**config.mk**
```make
export PLATFORM = sky130hd
export DESIGN_NAME = button_reader
export DESIGN_NICKNAME = d
export VERILOG_FILES = /design/src/rtl/button_reader.sv
export SDC_FILE = /design/constraint.sdc
export NUM_CORES = 1
export LEC_CHECK = 0
export BUFFER_PORTS_ARGS = -buffer_cell sky130_fd_sc_hd__buf_2
export CORE_AREA = 5 5 128 130
export DETAILED_ROUTE_END_ITERATION = 7
export DIE_AREA = 0 0 133 135
export PLACE_DENSITY = 0.49
export SLEW_MARGIN = 20
export SYNTH_ARGS = -nofsm -noshare
export SYNTH_HDL_FRONTEND = slang
export SYNTH_SLANG_ARGS = --single-unit
```
**constraint.sdc**
```tcl
create_clock -name CLK -period 2.4 [get_ports CLK]
set_input_delay 0.12 -clock CLK [delete_from_list [all_inputs] [get_ports CLK]]
set_output_delay 0.12 -clock CLK [all_outputs]
set_load 0.01 [all_outputs]
```
**src/rtl/button_reader.sv**
```systemverilog
// Board push-button front end: two-flop synchroniser, tick-based per-bit
// debounce, registered press/release pulses and a wrapping press counter.
module button_reader #(
  parameter int unsigned WIDTH        = 8,
  parameter int unsigned TICK_PERIOD  = 1024,
  parameter int unsigned STABLE_TICKS = 4
) (
  input  logic             CLK,
  input  logic             RST,
  input  logic [WIDTH-1:0] BTN,
  output logic [WIDTH-1:0] BTN_STATE,
  output logic [WIDTH-1:0] BTN_PRESS,
  output logic [WIDTH-1:0] BTN_RELEASE,
  output logic [7:0]       PRESS_COUNT
);

  localparam int unsigned TICK_W = (TICK_PERIOD > 1) ? $clog2(TICK_PERIOD) : 1;
  localparam int unsigned STAB_W = 8;

  logic [WIDTH-1:0]  sync1_q, sync1_d;
  logic [WIDTH-1:0]  sync2_q, sync2_d;
  logic [TICK_W-1:0] tick_cnt_q, tick_cnt_d;
  logic [STAB_W-1:0] stable_q [WIDTH];
  logic [STAB_W-1:0] stable_d [WIDTH];
  logic [WIDTH-1:0]  state_q, state_d;
  logic [WIDTH-1:0]  press_q, press_d;
  logic [WIDTH-1:0]  release_q, release_d;
  logic [7:0]        count_q, count_d;
  logic              tick_c;

  always_comb begin
    sync1_d    = BTN;
    sync2_d    = sync1_q;
    tick_c     = (tick_cnt_q == TICK_W'(TICK_PERIOD - 1));
    tick_cnt_d = tick_c ? '0 : TICK_W'(tick_cnt_q + TICK_W'(1));
    state_d    = state_q;
    stable_d   = stable_q;
    press_d    = '0;
    release_d  = '0;

    // Debounce only advances on the shared slow tick; a bounce back resets progress.
    if (tick_c) begin
      for (int i = 0; i < int'(WIDTH); i++) begin
        if (sync2_q[i] == state_q[i]) begin
          stable_d[i] = '0;
        end else if (STAB_W'(stable_q[i] + STAB_W'(1)) == STAB_W'(STABLE_TICKS)) begin
          state_d[i]   = sync2_q[i];
          stable_d[i]  = '0;
          press_d[i]   = sync2_q[i];
          release_d[i] = ~sync2_q[i];
        end else begin
          stable_d[i] = STAB_W'(stable_q[i] + STAB_W'(1));
        end
      end
    end

    count_d = 8'(count_q + {7'd0, |press_d});
  end

  always_ff @(posedge CLK) begin
    if (!RST) begin
      sync1_q    <= '0;
      sync2_q    <= '0;
      tick_cnt_q <= '0;
      stable_q   <= '{default: '0};
      state_q    <= '0;
      press_q    <= '0;
      release_q  <= '0;
      count_q    <= '0;
    end else begin
      sync1_q    <= sync1_d;
      sync2_q    <= sync2_d;
      tick_cnt_q <= tick_cnt_d;
      stable_q   <= stable_d;
      state_q    <= state_d;
      press_q    <= press_d;
      release_q  <= release_d;
      count_q    <= count_d;
    end
  end

  assign BTN_STATE   = state_q;
  assign BTN_PRESS   = press_q;
  assign BTN_RELEASE = release_q;
  assign PRESS_COUNT = count_q;

endmodule

```
* After elaboration in Yosys (flattened, before gate mapping)
Index checks and enable logic that the tools add are counted.
** Cells by class
- Add/subtract/negate cells :: 10
- Equality and inequality tests :: 17
- Bitwise gates (word level) :: 26
- Multiplexer cells :: 33
- Reduce and logical (&&, ||, !) cells :: 18
** Operator list (count)
- $mux W8 :: 17
- $add A8 B1 Y8 const B :: 8
- $eq A8 B3 Y1 const B :: 8
- $reduce_or A4 Y1 :: 8
- $not A1 Y1 :: 26
- $reduce_and A3 Y1 :: 8
- $mux W1 :: 16
- $add A10 B1 Y10 const B :: 1
- $eq A10 B10 Y1 const B :: 1
- $add A8 B1 Y8 :: 1
- $eq A1 B1 Y1 :: 8
- $reduce_or A8 Y1 :: 1
- $reduce_or A2 Y1 :: 1
** Word-level totals
- Word-level logic and storage cells :: 133
- Input port bits :: 10
- Bits in registers :: 122
- Output and inout bits :: 32

* Logic depth before layout (Yosys ltp)
- Depth after elaboration :: 7
- Gate-level depth with buffers :: 12
- Depth with buffers taken out :: 11

* Worst setup path before layout
No wires, ideal clock.
- Path type :: flip-flop to flip-flop
- From :: register stable_q[51] (netlist bit)
- To :: register count_q[5], in the netlist PRESS_COUNT[5]
- Path buffers :: 0
- Cell stages (with the launch flop) :: 11
- Setup slack :: -16 ps
- Required time :: 2285 ps
- Arrival time :: 2302 ps
- Path through :: dfxtp_1 or3_1 or4_1 nor3b_1 a311oi_1 a31oi_1 ha_1 and3_1 nand3_1 xnor2_1 and2_1
** On the way
- Longest elaborated chain between the ends :: 7
** RTL lines
- from (decl) :: line 23 : logic [STAB_W-1:0] stable_q [WIDTH];
- from (signal assigned) :: line 74 : stable_q <= stable_d;
- $add A8 B1 Y8 :: line 46 : end else if (STAB_W'(stable_q[i] + STAB_W'(1)) == STAB_W'(STABLE_TICKS)) begin
- $eq A8 B3 Y1 :: line 46
- $mux W1 :: line 46
- $mux W1 :: line 44 : if (sync2_q[i] == state_q[i]) begin
- $mux W8 :: line 42 : if (tick_c) begin
- $reduce_or A8 Y1 :: line 57 : count_d = 8'(count_q + {7'd0, |press_d});
- $add A8 B1 Y8 :: line 57
- to (signal assigned) :: line 78 : count_q <= count_d;
- to (decl) :: line 28 : logic [7:0] count_q, count_d;
No other way between the ends.
A chain may end at the register's enable or synchronous reset.

* Final worst setup path
Same ends and word-level chain as after synthesis.

==> metrics.csv <==
stage,metric,value,unit
sta,finalCritPeriodShare,105.6,%
placed_design,post-place-ws,-0.2005,ns
die,io_pins,42,
global_routing,grt-ovfl-total,0,
status,status,finished with violations,
status,violations,setup timing,
cells_and_area,diodes,0,
critical_path,arrival,2.85,ns
yosys,synth_top_cell_by_area,dfxtp_1,
critical_path,timing.setup.critical_path_class,reg2reg,
clock_tree,cts_inserted_buffers,17,
die,die_w,133,um
clock_tree,worstSkewPairLatency,0.42,ns
die,num_rows,45,
global_routing,track_usage,15.02,%
critical_path,critPathLaunchType,flip-flop,
global_routing,antenna_found_initial,0,
critical_path,crit_path_end_kind,flip-flop,
yosys,synth_edf_count,0,
critical_path,worst_path_largest_cell_delay,0.43,ns
drt,wirelength,12680,um
placed_design,place_hpwl,9044,um
clock_tree,clock-sinks,122,
yosys,synthTopCellsByArea,"dfxtp_1, o21ai_0, nand2_1",
yosys,synthDistinctLibCells,49,
sta,max_freq,0.3946,GHz
clock_tree,cts_root_buffer,clkbuf_16,
drt,drt_iter0_drc,224,
clock_tree,clk_pin_slew_worst_paths,0.06,ns
power_and_ir_drop,vdd_drop_max,0.5950,mV
clock_tree,h-tree-depth,4,
drt,via_per_inst,5.044,
die,die-area,17960,um^2
global_routing,grt_pass1_wl,21720,um
cells_and_area,area_delta_synth_final,31.97,%
global_routing,grt_pass1_vias,4477,
cells_and_area,fin_nets,730,
critical_path,crit_buf_inv,1,
cells_and_area,final_cell_mix,"dfxtp_1, o21ai_0, buf_4",
die,core-area,15030,um^2
yosys,syn_nets,615,
sta,fin_skew,0.008320,ns
drt,drt_first_pass_iters,7,
sta,period_needed,2.534,ns
drt,ant_nets,0,
cells_and_area,drive_gt1_share,22.16,%
critical_path,path_cells,"or3_4, or4_4, nor3b_2, a311oi_1, a31oi_1, buf_4, ha_4, and3_4, nand3_2, xnor2_1, and2_1",
yosys,avgSynthCellArea,8.716,um^2
die,initial_utilization,34.44,%
yosys,synthCells,594,
clock_tree,cts_tree,built,
critical_path,crit_fanout,3,
sta,worst_slew_pin_slew,0.4752,ns
critical_path,cp_data_required_time,2.71,ns
hold_path,hp-class,in2reg,
critical_path,cp_top_family,simple AND/OR/NAND/NOR gates,
drt,wl_per_cell,13.93,um
power_and_ir_drop,power.leakage,2.821,nW
yosys,seq_area_frac_synth,47.17,%
yosys,syn_area,5177,um^2
drt,vias,4590,
die,die_h,135,um
drt,drc,0,
sta,hold_violations,0,
yosys,synthArstFlopShare,0,%
sta,finalSetupViolCount,5,
cells_and_area,final_common_cell,dfxtp_1,
yosys,ys_ff_latch,122,
yosys,synth_top_area_share,47.17,%
sta,slew_headroom,68.08,%
yosys,synth_ff_type,dfxtp_1,
placed_design,gp_congestion,0.8096,
sta,setup_ws,-0.1344,ns
run,max-cap-violations,0,
power_and_ir_drop,power.total,0.004832,W
power_and_ir_drop,p_per_area,707.1,nW/um^2
critical_path,critPathSlowestCell,or4_4,
yosys,synth_warnings,0,
sta,maxSlewViolCount,0,
global_routing,grt_max_degree,40,
sta,grt_setup_unrepaired,true,
clock_tree,cts.path.max_buffers,2,
placed_design,portBuffers,41,
==> final cells by class <==
type                       instances  area (um^2)
tap                              188        235.2
sequential                       122         2444
clock buffer                      18        429.2
inverter                          12        45.04
fill                            1456         8200
clock inverter                    14        196.4
multi-input combinational        437         2656
timing repair buffer             119        827.0
==> worst paths after layout <==
kind	to	cells past startpoint	slack, ns	startpoint
hold reg to reg	sync2_q[2]	1	0.43	sync1_q[2]
setup reg to reg	PRESS_COUNT[5]	11	-0.13	stable_q[51]
setup / recovery	PRESS_COUNT[5]	11	-0.13	stable_q[51]
hold / removal	sync2_q[5]	2	0.03	RST
==> where the power goes <==
group,internal (W),total (W),switching [W]
logic,0.0000374,0.0000814,0.0000441
clock network,0.00174,0.00269,0.000954
registers,0.00204,0.00206,0.0000133
==> metal layers <==
layer / vias to the layer above / track usage, % / share of wire [%]
li1: 2339 / - / -
met1: 2133 / 19.00 / 48
met2: 98 / 24.01 / 46
met3: 20 / 4.061 / 4.5
met4: 0 / 6.697 / 1.9
met5: - / 0 / 0
==> flip-flops by register name, indices dropped and copies added, names as in the netlist <==
| name | flops |
|---|---|
| PRESS_COUNT | 8 |
| sync2_q | 8 |
| sync1_q | 8 |
| stable_q | 64 |
| BTN_STATE | 8 |
| BTN_RELEASE | 8 |
| BTN_PRESS | 8 |
| tick_cnt_q | 10 |
==> synthesized netlist by cell type, types with 5 or more instances <==
| library cell | instances |
|---|---|
| a21boi_0 | 6 |
| a21oi_1 | 5 |
| a31oi_1 | 9 |
| and2_1 | 30 |
| and3_1 | 20 |
| and4_1 | 6 |
| clkbuf_1 | 18 |
| dfxtp_1 | 122 |
| ha_1 | 11 |
| inv_1 | 12 |
| nand2_1 | 55 |
| nand2b_1 | 11 |
| nand3_1 | 38 |
| nand4_1 | 11 |
| nor2_1 | 41 |
| nor3_1 | 14 |
| o21ai_0 | 86 |
| o31ai_1 | 7 |
| or3_1 | 7 |
| or4_1 | 6 |
| xnor2_1 | 14 |
| xor2_1 | 23 |
==> logic make-up (layout without fill, tap and decap cells) <==
family	after synthesis	in the layout	synth area share [%]
and+or+nand+nor	257	257	26.22
AOI/OAI and AO/OA	130	130	14.60
DFF	122	122	47.17
xor gates and xnor gates	37	37	6.259
buffers and inverters	35	163	2.658
adders and majority gates	11	11	2.658
muxes	2	2	0.4350
==> through the flow <==
| stage | hold WS (ns) | cell area [um^2] | instances | utilization (%) | TNS (ns) |
|---|---|---|---|---|---|
| final | 0.03149 | 6833 | 910 | 45.45 | -0.5352 |
| after global routing | 0.05352 | 6833 | 910 | 45.45 | -1.139 |
| after CTS | 0.01889 | 6815 | 909 | 45.34 | -0.6058 |
| after detailed placement | 0.3304 | 6075 | 869 | 40.41 | -0.9171 |
| after global placement | 0.3248 | 6075 | 869 | 40.41 | -0.7953 |
| after floorplan | 0.2473 | 5196 | 594 | - | 0 |
==> timing repair <==
action | CTS | global route
hold endpoints to repair | 8 | 0
setup endpoints to repair | 7 | 7
hold buffers | 8 | 0
buffers inserted | 0 | 1
gates resized for setup | 5 | 3
pin swaps | 3 | 1
(Power assumes the default switching activity.)
